## src/rtl/host_rx_arbiter.sv

```systemverilog
// host_rx_arbiter: packet-granular round-robin merge of four show-ahead rx FIFOs
// into one 9-bit stream, dropping or terminating malformed packets.
module host_rx_arbiter #(
    parameter int GAP_CYCLES    = 2,
    parameter int MAX_PKT_WORDS = 1600
) (
    input  logic        clk_sys,
    input  logic        reset,
    input  logic [3:0]  iv_port_en,
    input  logic [35:0] iv_data,
    input  logic [3:0]  i_data_empty,
    output logic [3:0]  o_data_rd,
    input  logic        i_stall,
    output logic [8:0]  ov_data,
    output logic        o_data_wr,
    output logic [1:0]  ov_grant,
    output logic [2:0]  report_arb_state,
    output logic        o_underflow_pulse,
    output logic        o_overlen_pulse,
    output logic        o_misalign_pulse
);
    typedef enum logic [2:0] {IDLE = 3'd0, GAP = 3'd1, HEAD = 3'd2, TRANS = 3'd3, DISC = 3'd4} state_t;

    localparam logic [10:0] LP_MAX      = 11'(MAX_PKT_WORDS);
    localparam logic [1:0]  LP_GAP_LAST = 2'(GAP_CYCLES - 1);
    localparam logic [8:0]  LP_TERM     = 9'h100;

    state_t      r_state, w_next;
    logic [1:0]  r_rr_ptr, w_rr_next, w_pick, r_grant, w_grant_next, r_gap, w_gap_next;
    logic [10:0] r_len, w_len_next;
    logic [8:0]  r_data, w_data_next, w_head;
    logic [8:0]  w_words [4];
    logic [3:0]  w_elig;
    logic        r_wr, w_wr, r_uf, w_uf, r_ol, w_ol, r_ma, w_ma, w_pop, w_empty;

    for (genvar g = 0; g < 4; g++) begin : g_word
        assign w_words[g] = iv_data[9*g +: 9];
    end

    assign w_elig  = iv_port_en & ~i_data_empty;
    assign w_head  = w_words[r_grant];
    assign w_empty = i_data_empty[r_grant];

    // Lowest offset from rr_ptr wins, so scan from the far end inward.
    always_comb begin
        w_pick = r_rr_ptr;
        for (int k = 3; k >= 0; k--)
            if (w_elig[r_rr_ptr + 2'(k)]) w_pick = r_rr_ptr + 2'(k);
    end

    always_comb begin
        w_next       = r_state;
        w_rr_next    = r_rr_ptr;
        w_grant_next = r_grant;
        w_gap_next   = r_gap;
        w_len_next   = r_len;
        w_data_next  = r_data;
        w_wr         = 1'b0;
        w_uf         = 1'b0;
        w_ol         = 1'b0;
        w_ma         = 1'b0;
        w_pop        = 1'b0;
        case (r_state)
            IDLE: if (!i_stall && |w_elig) begin
                w_grant_next = w_pick;
                w_gap_next   = 2'd0;
                w_next       = GAP;
            end
            GAP: begin
                w_gap_next = r_gap + 2'd1;
                w_next     = (r_gap == LP_GAP_LAST) ? HEAD : GAP;
            end
            HEAD: if (w_empty) begin
                w_next = IDLE;
            end else if (!i_stall) begin
                w_pop = 1'b1;
                if (w_head[8]) begin
                    w_data_next = w_head;
                    w_wr        = 1'b1;
                    w_len_next  = 11'd1;
                    w_next      = TRANS;
                end else begin
                    w_ma   = 1'b1;
                    w_next = DISC;
                end
            end
            TRANS: if (!i_stall) begin
                if (!w_empty) begin
                    w_pop       = 1'b1;
                    w_wr        = 1'b1;
                    w_len_next  = r_len + 11'd1;
                    w_data_next = w_head;
                    if (w_head[8]) begin
                        w_rr_next = r_grant + 2'd1;
                        w_next    = IDLE;
                    end else if (r_len + 11'd1 == LP_MAX) begin
                        w_data_next = LP_TERM;
                        w_ol        = 1'b1;
                        w_next      = DISC;
                    end
                end else begin
                    // Close the frame early so the downstream parser never sees a dangling packet.
                    w_wr        = 1'b1;
                    w_data_next = LP_TERM;
                    w_uf        = 1'b1;
                    w_next      = DISC;
                end
            end
            DISC: if (!w_empty) begin
                w_pop = 1'b1;
                if (w_head[8]) begin
                    w_rr_next = r_grant + 2'd1;
                    w_next    = IDLE;
                end
            end
            default: begin
                w_next       = IDLE;
                w_data_next  = 9'd0;
                w_grant_next = 2'd0;
                w_rr_next    = 2'd0;
                w_len_next   = 11'd0;
                w_gap_next   = 2'd0;
            end
        endcase
    end

    always_ff @(posedge clk_sys) begin
        if (reset) begin
            r_state  <= IDLE;
            r_rr_ptr <= 2'd0;
            r_grant  <= 2'd0;
            r_gap    <= 2'd0;
            r_len    <= 11'd0;
            r_data   <= 9'd0;
            r_wr     <= 1'b0;
            r_uf     <= 1'b0;
            r_ol     <= 1'b0;
            r_ma     <= 1'b0;
        end else begin
            r_state  <= w_next;
            r_rr_ptr <= w_rr_next;
            r_grant  <= w_grant_next;
            r_gap    <= w_gap_next;
            r_len    <= w_len_next;
            r_data   <= w_data_next;
            r_wr     <= w_wr;
            r_uf     <= w_uf;
            r_ol     <= w_ol;
            r_ma     <= w_ma;
        end
    end

    assign o_data_rd         = {4{w_pop & ~reset}} & (4'b0001 << r_grant);
    assign ov_data           = r_data;
    assign o_data_wr         = r_wr;
    assign ov_grant          = r_grant;
    assign report_arb_state  = r_state;
    assign o_underflow_pulse = r_uf;
    assign o_overlen_pulse   = r_ol;
    assign o_misalign_pulse  = r_ma;
endmodule

```

## config.mk

```make
export PLATFORM = sky130hd
export DESIGN_NAME = host_rx_arbiter
export DESIGN_NICKNAME = d
export VERILOG_FILES = /design/src/rtl/host_rx_arbiter.sv
export SDC_FILE = /design/constraint.sdc
export NUM_CORES = 1
export LEC_CHECK = 0
export CELL_PAD_IN_SITES_DETAIL_PLACEMENT = 0
export CELL_PAD_IN_SITES_GLOBAL_PLACEMENT = 1
export CORE_MARGIN = 2
export CORE_UTILIZATION = 31
export CTS_CLUSTER_DIAMETER = 50
export CTS_CLUSTER_SIZE = 16
export DETAILED_ROUTE_END_ITERATION = 8
export PLACE_DENSITY = 0.87
export SYNTH_ARGS = -nofsm -noshare
export SYNTH_HDL_FRONTEND = slang
export SYNTH_SLANG_ARGS = --single-unit
```

## constraint.sdc

```tcl
create_clock -name clk_sys -period 2.6 [get_ports clk_sys]
set_input_delay 0.78 -clock clk_sys [delete_from_list [all_inputs] [get_ports clk_sys]]
set_output_delay 0.78 -clock clk_sys [all_outputs]
set_load 0.01 [all_outputs]
```

Word-level counts from Yosys, hierarchy flattened:

Index checks and enable logic that the tools add are counted.

* mux-type cells: 63
* equality and inequality tests: 16
* add/sub/neg operators: 6
* magnitude comparators: 6
* reductions and logical operators: 17
* shift operators: 1
* bitwise operators: 12

Operators by type and width (count)
* 2-to-1 mux 9 bit: 9
* 2-to-1 mux 11 bit: 5
* case mux 11 bit (3 select lines): 1
* 2-to-1 mux 3 bit: 10
* case mux 9 bit (3 select lines): 1
* 2-to-1 mux 2 bit: 10
* binary-select mux 9 bit (select 2 bit): 1
* inequality test 2 bit (second input constant): 8
* less-than comparator 2 x 3 -> 1 bit (second input constant): 5
* 2-to-1 mux 1 bit: 15
* case mux 3 bit (5 select lines): 1
* case mux 2 bit (3 select lines): 2
* AND reduction 6 bit: 2
* OR reduction 3 bit: 4
* OR reduction 4 bit: 3
* adder 11 x 1 -> 11 bit (second input constant): 1
* == test 11 bit (second input constant): 1
* binary-select mux 1 bit (select 2 bit): 5
* AND 4 bit: 2
* inverter 1 bit: 7
* adder 2 x 1 -> 2 bit (second input constant): 3
* == test 3 x 2 -> 1 bit (second input constant): 2
* AND reduction 2 bit: 3
* AND reduction 5 bit: 1
* 18 further kinds: 19

* input bits: 47
* word-level logic and storage cells: 131
* output and inout port bits: 22
* register bits: 33

Logic depth before layout (Yosys ltp):

* word-level depth: 10
* depth in mapped cells: 7
* mapped depth without buffers: 7

Least setup slack after synthesis:

OpenSTA, ideal clock, no wires.

* path type: input to output
* from: in i_data_empty[3]
* to: out o_data_rd[0]
* required time: 1820 ps
* arrival: 1877 ps
* slack: -57 ps
* path buffers: 1
* stages: 4
* cell sequence: mux4_2 > buf_2 > nor3_1 > and2_1

* word-level cells in the longest chain between the ends: 7
* elaborated cells between the ends (all ways): 8
* those cells by class: 6 x mux; 2 x bitwise

RTL lines
* start, declared: RTL line 11 `input logic [3:0] i_data_empty,`
* binary-select mux 1 bit (select 2 bit) *: RTL line 42 `assign w_empty = i_data_empty[r_grant];`
* 2-to-1 mux 1 bit (not written as such) *: RTL line 42
* 2-to-1 mux 1 bit: RTL line 88, 109
* 2-to-1 mux 1 bit: RTL line 87 `TRANS: if (!i_stall) begin`
* case mux 1 bit (3 select lines) *: RTL line 63 `case (r_state)`
* AND 1 bit *: RTL line 153 `assign o_data_rd = {4{w_pop & ~reset}} & (4'b0001 << r_grant);`
* AND 4 bit *: RTL line 153
* end, declared: RTL line 12 `output logic [3:0] o_data_rd,`

Mark *: on every way between the ends. The rest lies on a longest branch, timed or not. The select of a mux whose other input is x is not followed.

Worst setup path after layout:

* from: in i_data_empty[3]
* to: out o_data_rd[3]

The elaborated chain is that of the path after synthesis.

==> parameters.txt <==
Parameter                              Value

Synthesis
  Netlist cell types ... 55
  Fraction of synthesized cell area taken by the top area cell type ... 0.311
  Ys flop type ... sky130_fd_sc_hd__dfxtp_1
  Number of warnings issued by yosys ... 0
  Cell types with the highest counts after synthesis ... 33 x sky130_fd_sc_hd__dfxtp_1, 21 x sky130_fd_sc_hd__nor2_1, 19 x sky130_fd_sc_hd__a21oi_1, 12 x sky130_fd_sc_hd__nand2_1, 11 x sky130_fd_sc_hd__nand2b_1
  Cell Area, Synth ... 2130 um2
  Post-synth net total ... 292
  Synth Register Bits ... 33
  Synth Area per Inst ... 8.89 um2
  Number of enable-type register cells in the synthesized netlist ... 0
  Biggest area contributors in the synthesized netlist ... sky130_fd_sc_hd__dfxtp_1 31%, sky130_fd_sc_hd__mux4_2 11%, sky130_fd_sc_hd__a21oi_1 4.5%
  Share of the yosys chip area belonging to registers ... 0.311
  Synthesized instance count ... 239
  Proportion of synthesized flip-flops having asynchronous set or reset ... 0
  Most common cell in the netlist ... sky130_fd_sc_hd__dfxtp_1
  Cell type with the largest total area after synthesis ... sky130_fd_sc_hd__dfxtp_1

Floorplanning
  Die width ... 86.8 um
  Die Area ... 7540 um2
  Core Rows ... 30
  Die Span Y ... 86.8 um
  Core ar. ... 6720 um2
  Initial core utilization ... 0.316
  Top Ports ... 69

Drt
  Number of detailed-routing iterations run before antenna repair ... 4
  Routed via count divided by cell count ... 5.41
  Post-route DRC ... 0
  Number of DRC markers after the initial detailed-route iteration ... 97
  Final wirelength ... 6060 um
  ANT nets after route ... 0
  Wire per inst ... 14.7 um
  Via count of the routed design ... 2235

Critical path
  CP arrival ... 1.79 ns
  Required time of the critical path ... 1.82 ns
  Class of the most critical setup path ... primary input to output pin
  Kind of end point of the critical path ... output pin
  Startpoint Class ... primary input
  Worst-path fanout max ... 4

Timing
  Highest attainable clock frequency ... 0.389 GHz
  RSZ-0062 raised after global routing ... true
  Post-layout minimum cycle time ... 2.57 ns
  Tcrit/Tclk final ... 0.990
  Number of setup violations in the final report ... 0
  Final hold slack ... 0.472 ns
  Final setup skew ... 0.00247 ns
  Final-layout setup total negative slack ... 0 ns
  Slew at the pin with the worst max-slew slack ... 0.622 ns
  Hold violation total from the final report ... 0
  Pins Over Slew Limit ... 0
  Slew headroom ... 0.583

GRT
  All-Layer GR Usage ... 0.163
  Antenna violations before repair ... 0
  First-pass GRT wire length ... 9840 um
  Via count of the first global-routing pass ... 2099
  Pin count of the biggest net entering global routing ... 25
  Remaining global-route overflow ... 0

Placed design
  Number of buffers added on ports ... 68
  DP Wirelength ... 4620 um
  GPL Wtd Cong ... 0.890

Clocking
  Number of sinks handled by clock tree synthesis ... 33
  CTS tree ... done
  Hold buffers post-CTS ... 0
  CTS Root Buffer Type ... sky130_fd_sc_hd__clkbuf_8
  H-tree Lvls ... 2
  Clk pin slew, worst setup/hold paths ... 0.07 ns
  Max clock buf depth ... 2
  Inserted Clock Buffers ... 5
  Clock insertion delay at the later pin of the skew report ... 0.29 ns

Power
  Largest vdd supply drop ... 0.000341 V
  Power density over the cells ... 537 nW/um2
  Leakage ... 1.16 nW

Final layout
  Layout-stage area growth over the synthesis result ... 53.0%
  Fillers ... 637
  Net count reported at finish ... 385
  Antenna fix cells ... 0
  Multi-input logic area ... 1430 um2
  Core Util, Final ... 0.484
  Share of final-layout standard cells stronger than drive strength 1 ... 0.198
  Area taken by flip-flops and latches ... 661 um2

Outcome
  Outcome ... completed

Run
  Number of max-cap violations ... 0

Hold path
  Path category of the worst min-delay check ... flop to flop
through the flow:
step / area [um2] / power [W] / setup WS (ns) / cells
6_report: 3250 / 0.00175 / 0.0262 / 413
4_1_cts: 3230 / 0.00174 / -0.0546 / 412
3_5_place_dp: 3080 / 0.00113 / -0.841 / 403
3_3_place_gp: 3080 / 0.00113 / -0.796 / 403
2_1_floorplan: 2130 / 0.000870 / 0.00659 / 239
5_1_grt: 3250 / 0.00184 / -0.0352 / 413
critical path, stage by stage:
cell and delay, ns:
sky130_fd_sc_hd__buf_6 0.09, sky130_fd_sc_hd__mux4_2 0.50, sky130_fd_sc_hd__nor3_4 0.15, sky130_fd_sc_hd__and2_1 0.14, sky130_fd_sc_hd__buf_2 0.12
power breakdown:
part | total (W) | switching [W] | internal (W)
Clock | 0.000591 | 0.000210 | 0.000381
Sequential | 0.000557 | 0.0000224 | 0.000534
Combinational | 0.000598 | 0.000294 | 0.000304
final timing paths:
path,startpoint,endpoint,slack [ns],cells after the start
max,i_data_empty[3],o_data_rd[3],0.03,5
min,ov_data[2]$_SDFFE_PP0P_,ov_data[2]$_SDFFE_PP0P_,0.47,1
max reg2reg,r_len[0]$_SDFFE_PP0P_,ov_data[1]$_SDFFE_PP0P_,0.18,6
min reg2reg,ov_data[2]$_SDFFE_PP0P_,ov_data[2]$_SDFFE_PP0P_,0.47,1
layer usage:
metal / up-vias / part of all wire / track usage
met5: - / 0 / 0
met4: 0 / 0.020 / 0.0639
met3: 16 / 0.046 / 0.0381
met2: 60 / 0.49 / 0.259
met1: 1058 / 0.45 / 0.215
li1: 1101 / - / -
layout make-up:
class,count,area share
Multi-Input combinational cell,186,0.441
Timing Repair Buffer,99,0.276
Sequential cell,33,0.203
Tap cell,80,0.0308
Clock buffer,5,0.0212
Clock inverter,3,0.0200
Inverter,7,0.00808
placed cells by master, fill, tap and decap left out, types with 3 or more instances in the layout:
cell type / count
sky130_fd_sc_hd__clkdlybuf4s50_1: 59
sky130_fd_sc_hd__dfxtp_1: 33
sky130_fd_sc_hd__buf_4: 31
sky130_fd_sc_hd__nor2_1: 20
sky130_fd_sc_hd__a21oi_1: 18
sky130_fd_sc_hd__nand2_1: 12
sky130_fd_sc_hd__mux4_2: 10
sky130_fd_sc_hd__nand2b_1: 10
sky130_fd_sc_hd__a32o_1: 8
sky130_fd_sc_hd__o21ai_1: 7
sky130_fd_sc_hd__o21ai_0: 7
sky130_fd_sc_hd__inv_1: 6
sky130_fd_sc_hd__and2_1: 6
sky130_fd_sc_hd__nor3_1: 6
sky130_fd_sc_hd__ha_1: 6
sky130_fd_sc_hd__or3_1: 5
sky130_fd_sc_hd__mux2i_1: 5
sky130_fd_sc_hd__nor2b_1: 5
sky130_fd_sc_hd__clkbuf_8: 5
sky130_fd_sc_hd__nand3_1: 4
sky130_fd_sc_hd__a31oi_1: 4
sky130_fd_sc_hd__buf_6: 4
sky130_fd_sc_hd__buf_2: 4
sky130_fd_sc_hd__o21a_1: 3
sky130_fd_sc_hd__a311oi_1: 3
sky130_fd_sc_hd__and3_1: 3
cells by family (layout without fill, tap and decap cells):
kind of cell / count (synthesis) / in the layout / synth area share
adder cells (fa/ha/maj): 6 / 6 / 0.0353
buffers and inverters: 20 / 114 / 0.0371
flip-flops: 33 / 33 / 0.311
multiplexers: 15 / 15 / 0.129
AO/OA/AOI/OAI: 74 / 74 / 0.251
AND/OR/NAND/NOR: 91 / 91 / 0.236
what timing repair did:
item | in CTS | in global routing
resized for setup | 43 | 2
setup endpoints to repair | 8 | 7
pin swaps | 6 | 6
endpoints found under the hold margin | 0 | 0
setup buffers | 1 | 1
flip-flops by register name, summed over array words and instances (netlist names):
signal and cells:
r_gap 2, o_data_wr 1, o_underflow_pulse 1, ov_grant 2
o_misalign_pulse 1, r_rr_ptr 2, ov_data 9, o_overlen_pulse 1
report_arb_state 3, r_len 11
No activity file was read; power rests on OpenSTA's default activity.
